<file path="src/rtl/config_loader_if.sv">
// rtl/config_loader_if.sv - word stream and latch-array bus between the bitstream source and config_loader
interface config_loader_if #(
  parameter int WORD_WIDTH = 32,
  parameter int NUM_WORDS  = 41,
  parameter int IDX_WIDTH  = 6
);
  logic                  io_start;
  logic                  io_abort;
  logic                  io_in_valid;
  logic                  io_in_ready;
  logic [WORD_WIDTH-1:0] io_in_data;
  logic [WORD_WIDTH-1:0] io_d_out;
  logic [NUM_WORDS-1:0]  io_configs_en;
  logic [IDX_WIDTH-1:0]  io_word_idx;
  logic                  io_busy;
  logic                  io_done;

  modport master (
    output io_start, io_abort, io_in_valid, io_in_data,
    input  io_in_ready, io_d_out, io_configs_en, io_word_idx, io_busy, io_done
  );

  modport slave (
    input  io_start, io_abort, io_in_valid, io_in_data,
    output io_in_ready, io_d_out, io_configs_en, io_word_idx, io_busy, io_done
  );
endinterface

</file>
<file path="src/rtl/config_loader.sv">
// rtl/config_loader.sv - setup/pulse/hold write sequencer for the tile configuration latch array
module config_loader #(
  parameter int WORD_WIDTH = 32,
  parameter int NUM_WORDS  = 41,
  parameter int IDX_WIDTH  = 6
) (
  input logic            clk,
  input logic            reset,
  config_loader_if.slave bus
);
  typedef enum logic [2:0] {
    S_IDLE,
    S_WAIT,
    S_SETUP,
    S_PULSE,
    S_HOLD,
    S_DONE
  } state_t;

  localparam logic [IDX_WIDTH-1:0] LAST_IDX = IDX_WIDTH'(NUM_WORDS - 1);
  localparam logic [NUM_WORDS-1:0] EN_ONE   = NUM_WORDS'(1);

  state_t                state_q, state_d;
  logic [IDX_WIDTH-1:0]  idx_q, idx_d;
  logic [WORD_WIDTH-1:0] d_out_q, d_out_d;
  logic [NUM_WORDS-1:0]  en_q, en_d;
  logic                  done_q, done_d;

  // Enables default low every cycle so only the SETUP->PULSE edge can raise one.
  always_comb begin
    state_d = state_q;
    idx_d   = idx_q;
    d_out_d = d_out_q;
    en_d    = '0;
    done_d  = 1'b0;
    if (bus.io_abort) begin
      state_d = S_IDLE;
      idx_d   = '0;
    end else begin
      case (state_q)
        S_IDLE: begin
          if (bus.io_start) begin
            state_d = S_WAIT;
            idx_d   = '0;
          end
        end
        S_WAIT: begin
          if (bus.io_in_valid) begin
            d_out_d = bus.io_in_data;
            state_d = S_SETUP;
          end
        end
        S_SETUP: begin
          en_d    = EN_ONE << idx_q;
          state_d = S_PULSE;
        end
        S_PULSE: state_d = S_HOLD;
        S_HOLD: begin
          if (idx_q == LAST_IDX) begin
            state_d = S_DONE;
            done_d  = 1'b1;
          end else begin
            idx_d   = idx_q + IDX_WIDTH'(1);
            state_d = S_WAIT;
          end
        end
        S_DONE: begin
          state_d = S_IDLE;
          idx_d   = '0;
        end
        default: begin
          state_d = S_IDLE;
          idx_d   = '0;
        end
      endcase
    end
  end

  always_ff @(posedge clk or posedge reset) begin
    if (reset) begin
      state_q <= S_IDLE;
      idx_q   <= '0;
      d_out_q <= '0;
      en_q    <= '0;
      done_q  <= 1'b0;
    end else begin
      state_q <= state_d;
      idx_q   <= idx_d;
      d_out_q <= d_out_d;
      en_q    <= en_d;
      done_q  <= done_d;
    end
  end

  assign bus.io_d_out      = d_out_q;
  assign bus.io_configs_en = en_q;
  assign bus.io_done       = done_q;
  assign bus.io_word_idx   = idx_q;
  assign bus.io_in_ready   = (state_q == S_WAIT);
  assign bus.io_busy       = (state_q != S_IDLE);
endmodule

</file>
<file path="src/flat_wrapper.sv">
// flat-port wrapper written by rule: the top's interface ports become plain ports
module config_loader_flat 
#(
  parameter int WORD_WIDTH = 32,
  parameter int NUM_WORDS  = 41,
  parameter int IDX_WIDTH  = 6
)
  (clk, reset, bus_io_start, bus_io_abort, bus_io_in_valid, bus_io_in_data, bus_io_in_ready, bus_io_d_out, bus_io_configs_en, bus_io_word_idx, bus_io_busy, bus_io_done);
  config_loader_if #(.WORD_WIDTH(WORD_WIDTH), .NUM_WORDS(NUM_WORDS), .IDX_WIDTH(IDX_WIDTH)) bus_i ();
  input logic clk;
  input logic reset;
  input wire logic [$bits(bus_i.io_start)-1:0] bus_io_start;
  input wire logic [$bits(bus_i.io_abort)-1:0] bus_io_abort;
  input wire logic [$bits(bus_i.io_in_valid)-1:0] bus_io_in_valid;
  input wire logic [$bits(bus_i.io_in_data)-1:0] bus_io_in_data;
  output wire logic [$bits(bus_i.io_in_ready)-1:0] bus_io_in_ready;
  output wire logic [$bits(bus_i.io_d_out)-1:0] bus_io_d_out;
  output wire logic [$bits(bus_i.io_configs_en)-1:0] bus_io_configs_en;
  output wire logic [$bits(bus_i.io_word_idx)-1:0] bus_io_word_idx;
  output wire logic [$bits(bus_i.io_busy)-1:0] bus_io_busy;
  output wire logic [$bits(bus_i.io_done)-1:0] bus_io_done;
  assign bus_i.io_start = bus_io_start;
  assign bus_i.io_abort = bus_io_abort;
  assign bus_i.io_in_valid = bus_io_in_valid;
  assign bus_i.io_in_data = bus_io_in_data;
  assign bus_io_in_ready = bus_i.io_in_ready;
  assign bus_io_d_out = bus_i.io_d_out;
  assign bus_io_configs_en = bus_i.io_configs_en;
  assign bus_io_word_idx = bus_i.io_word_idx;
  assign bus_io_busy = bus_i.io_busy;
  assign bus_io_done = bus_i.io_done;
  config_loader #(.WORD_WIDTH(WORD_WIDTH), .NUM_WORDS(NUM_WORDS), .IDX_WIDTH(IDX_WIDTH)) u_core (.clk(clk), .reset(reset), .bus(bus_i));
endmodule
</file>
<file path="config.mk">
export PLATFORM = sky130hd
export DESIGN_NAME = config_loader_flat
export DESIGN_NICKNAME = d
export VERILOG_FILES = /design/src/rtl/config_loader_if.sv /design/src/rtl/config_loader.sv /design/src/flat_wrapper.sv
export SDC_FILE = /design/constraint.sdc
export NUM_CORES = 1
export LEC_CHECK = 0
export CAP_MARGIN = 20
export CORE_ASPECT_RATIO = 0.6
export CORE_MARGIN = 10
export CORE_UTILIZATION = 55
export DETAILED_ROUTE_END_ITERATION = 8
export DONT_BUFFER_PORTS = 1
export PLACE_DENSITY = 0.7
export SYNTH_ARGS = -nofsm -noshare
export SYNTH_HDL_FRONTEND = slang
export SYNTH_SLANG_ARGS = --single-unit
</file>
<file path="constraint.sdc">
create_clock -name clk -period 2.6 [get_ports clk]
set_input_delay 0.26 -clock clk [delete_from_list [all_inputs] [get_ports clk]]
set_output_delay 0.26 -clock clk [all_outputs]
set_load 0.01 [all_outputs]
</file>
==> flow_summary_export.csv <==
group,metric,value,unit
placed_design,placed_cells,318,
yosys,ys_seq_area_share,64.5,%
yosys,synth-warning-count,0,
final_layout,core_util_final,62.9,%
sta,maxClockFrequency,0.490,GHz
yosys,post_synth_inst_count,247,
die,die-area,0.00942,mm²
final_layout,layout.cells.non_filler,336,
yosys,synth_xor_area_share,0.272,%
yosys,synth.top_cells.by_area,"dfrtp_1 64%, mux2_2 10%, nor2_1 3.6%",
sta,max_slew.worst_pin.slew,0.686,ns
yosys,synth_cell_types,40,
final_layout,drive_gt1_share,25.4,%
routing,post_route_drc_violation_count,0,
yosys,synthesis.area_per_instance,13.0,µm²
sta,post_route_skew,0.00669,ns
die,initial_core_util,57.3,%
yosys,simple_gate_share_of_the_synthesized_area,15.4,%
yosys,async_reset_ff_share,100,%
sta,final-hold-violation-count,0,
setup_path,critPathLaunchType,"register",
grt,grt_remaining_overflow,0,
yosys,biggest_area_consumer_among_synthesized_cells,"dfrtp_1",
die,floorplan.core_area,0.00562,mm²
clock_network,cts.htree.levels,3,
setup_path,critical_path.startpoint,"u_core.bus.io_word_idx[0]",
sta,final.setup.tns,0,ns
yosys,synth_edf_count,0,
run_status,outcome,"finished clean",
routing,dr.pass1.iters,5,
yosys,synth.mux.area_fraction,11.5,%
clock_network,clkLatencyLatePin,0.34,ns
clock_network,clock_sinks,83,
clock_network,cts_root_buf,"clkbuf_8",
die,top_level_ports,119,
grt,antenna_found_initial,0,
clock_network,clock_tree.buffer_depth,2,
min_path,hp-class,"in2reg",
setup_path,critPathArrivalTime,2.29,ns
yosys,synth_top_area_share,64.5,%
final_layout,layout-area-overhead-vs-synth,9.83,%
grt,overall_routing_resource_usage,15.1,%
power,ir_worst_vdd,0.384,mV
routing,detailedRoute.firstIterationViolations,133,
sta,rsz0062_at_grt,"no",
final_layout,design.final.nets,294,
yosys,yosys_most_used_dff,"dfrtp_1",
die,die_width,119,µm
grt,wire_length_of_the_first_global_routing_pass,11.2,mm
min_path,launch_point_of_the_worst_hold_path,"bus_io_in_data[2]",
clock_network,cts.reportedPaths.clkPinSlew,0.08,ns
sta,setup_viol,0,
yosys,synth.most_common_cell,"dfrtp_1",
job,maxCapViolCount,0,
clock_network,cts_tree,"done",
setup_path,timing.critical_path.to_type,"register",
clock_network,cts-buffers-inserted,9,
die,die_h,79.3,µm
placed_design,io_buffer_count,0,
sta,fin_crit,2.04,ns
setup_path,critical_path.max_fanout,7,
yosys,synth_top_family_by_area,"simple AND/OR/NAND/NOR gates",
power,power_leakage,0.00160,µW
routing,totalWireLength,7.15,mm
yosys,synth_fp_nets,290,
sta,max-slew-margin-rel,54.2,%
setup_path,critPathKind,"reg2reg",
sta,final_max_slew_viol_count,0,
yosys,most_frequent_cells_after_synthesis,"83 x dfrtp_1, 31 x nor2_1, 29 x mux2_2",
routing,via_count,1849,
yosys,ys_seq_elements,83,
placed_design,detailedPlacementHpwl,5.38,mm
routing,drt-wirelength-per-cell,21.3,µm
grt,grt_pass1_vias,1936,
yosys,synth_compound_area_share,3.11,%
power,power_per_cell_area,838,mW/mm²
yosys,synthesis.area,0.00322,mm²
die,placementRows,21,
routing,drt.antenna.violating_nets,0,
grt,grt_max_degree,44,
routing,via_per_inst,5.50,
final_layout,antennaDiodeCount,0,
setup_path,worst_r2r_startpoint,"u_core.bus.io_word_idx[0]",
sta,post-route-period-util,78.6,%
placed_design,place.gp.congestion,0.786,
setup_path,critPathRequiredTime,2.84,ns
yosys,yosys.area_share.adder,2.33,%
[cell usage in the layout (no fill, tap or decap), types with 2 or more instances in the layout]
| cell type | Yosys | routed |
|---|---|---|
| or2_2 | 2 | 2 |
| nand3_1 | 6 | 6 |
| mux2_2 | 29 | 29 |
| buf_4 | 3 | 2 |
| nor2_2 | 10 | 11 |
| clkbuf_8 | 0 | 11 |
| o21ai_0 | 2 | 2 |
| ha_1 | 6 | 6 |
| and3_1 | 7 | 7 |
| a22o_1 | 3 | 3 |
| nor3b_1 | 2 | 2 |
| nor2_1 | 31 | 30 |
| mux2_1 | 3 | 3 |
| or3b_2 | 2 | 2 |
| nand2b_1 | 3 | 3 |
| or3_1 | 3 | 3 |
| nand2_1 | 11 | 11 |
| clkinv_2 | 0 | 2 |
| a21oi_1 | 3 | 3 |
| nor3_1 | 2 | 2 |
| nand3b_1 | 4 | 4 |
| dlygate4sd3_1 | 0 | 2 |
| bufinv_16 | 0 | 2 |
| inv_1 | 6 | 5 |
| nor2b_1 | 2 | 2 |
| dfrtp_1 | 83 | 83 |
[per-layer routing]
metal / global-route usage [%] / share of wire, %
met2: 22.9 / 45
met5: 0 / 0
met3: 8.55 / 11
met1: 18.1 / 42
met4: 4.73 / 1.1
[registers in the layout (all words and copies together) (netlist names)]
name and count:
u_core.bus.io_configs_en 41, u_core.bus.io_d_out 32, u_core.bus.io_word_idx 6, u_core.state_q 3, u_core.bus.io_done 1
[layout make-up]
| type | count | area (µm²) |
|---|---|---|
| clock buffer | 12 | 155 |
| clock inverter | 4 | 72.6 |
| fill | 472 | 2090 |
| inverter | 6 | 23.8 |
| multi-input combinational | 146 | 1050 |
| sequential | 83 | 2080 |
| tap | 80 | 100 |
| timing repair buffer | 5 | 55.1 |
[worst paths after layout]
check | endpoint | slack, ns | depth (start not counted)
worst max-delay path | u_core.state_q[2] | 0.56 | 5
worst min-delay path | u_core.bus.io_d_out[2] | 0.06 | 1
worst max register to register | u_core.state_q[2] | 0.56 | 5
worst min register to register | u_core.bus.io_d_out[13] | 0.59 | 1
max in group asynchronous | u_core.bus.io_d_out[23] | 1.48 | 3
min in group asynchronous | u_core.bus.io_d_out[6] | 0.47 | 2
[critical path, cell delays in order, from the launching register on]
cell	delay, ns
dfrtp_1	0.48
inv_1	0.16
ha_1	0.27
nand3b_1	0.24
or4_1	0.53
a221oi_1	0.26
[where the power goes]
group	internal, µW	leakage (µW)	switching, µW
Combinational	153	0.000388	95.8
Clock	592	0.000113	418
Sequential	1470	0.00110	232
Total	2220	0.00160	746
[cells by family (layout without fill, tap and decap cells)]
kind of cell | after synthesis | after routing
adders and majority gates | 6 | 6
muxes | 33 | 33
and+or+nand+nor | 92 | 92
AOI/OAI and AO/OA | 14 | 14
DFF | 83 | 83
xor gates and xnor gates | 1 | 1
buffers and inverters | 18 | 27
[per-stage QoR]
stage | worst slack, ns | total power, µW | hold slack (ns) | cell area [µm²]
floorplan | 0.203 | 1900 | 0.323 | 3220
global placement | 0.635 | 1970 | 0.266 | 3290
detailed placement | 0.558 | 1990 | 0.262 | 3290
CTS | 0.533 | 3010 | 0.0409 | 3540
global route | 0.384 | 3110 | 0.0435 | 3540
finish | 0.557 | 2960 | 0.0555 | 3540
[what timing repair did]
item / in CTS / in global routing
setup buffers: 0 / 0
resized for setup: 0 / 0
hold buffers: 2 / 0
hold endpoints to repair: 42 / 0
setup endpoints to repair: 0 / 0
Note: power is estimated with default switching activity, not from simulation.
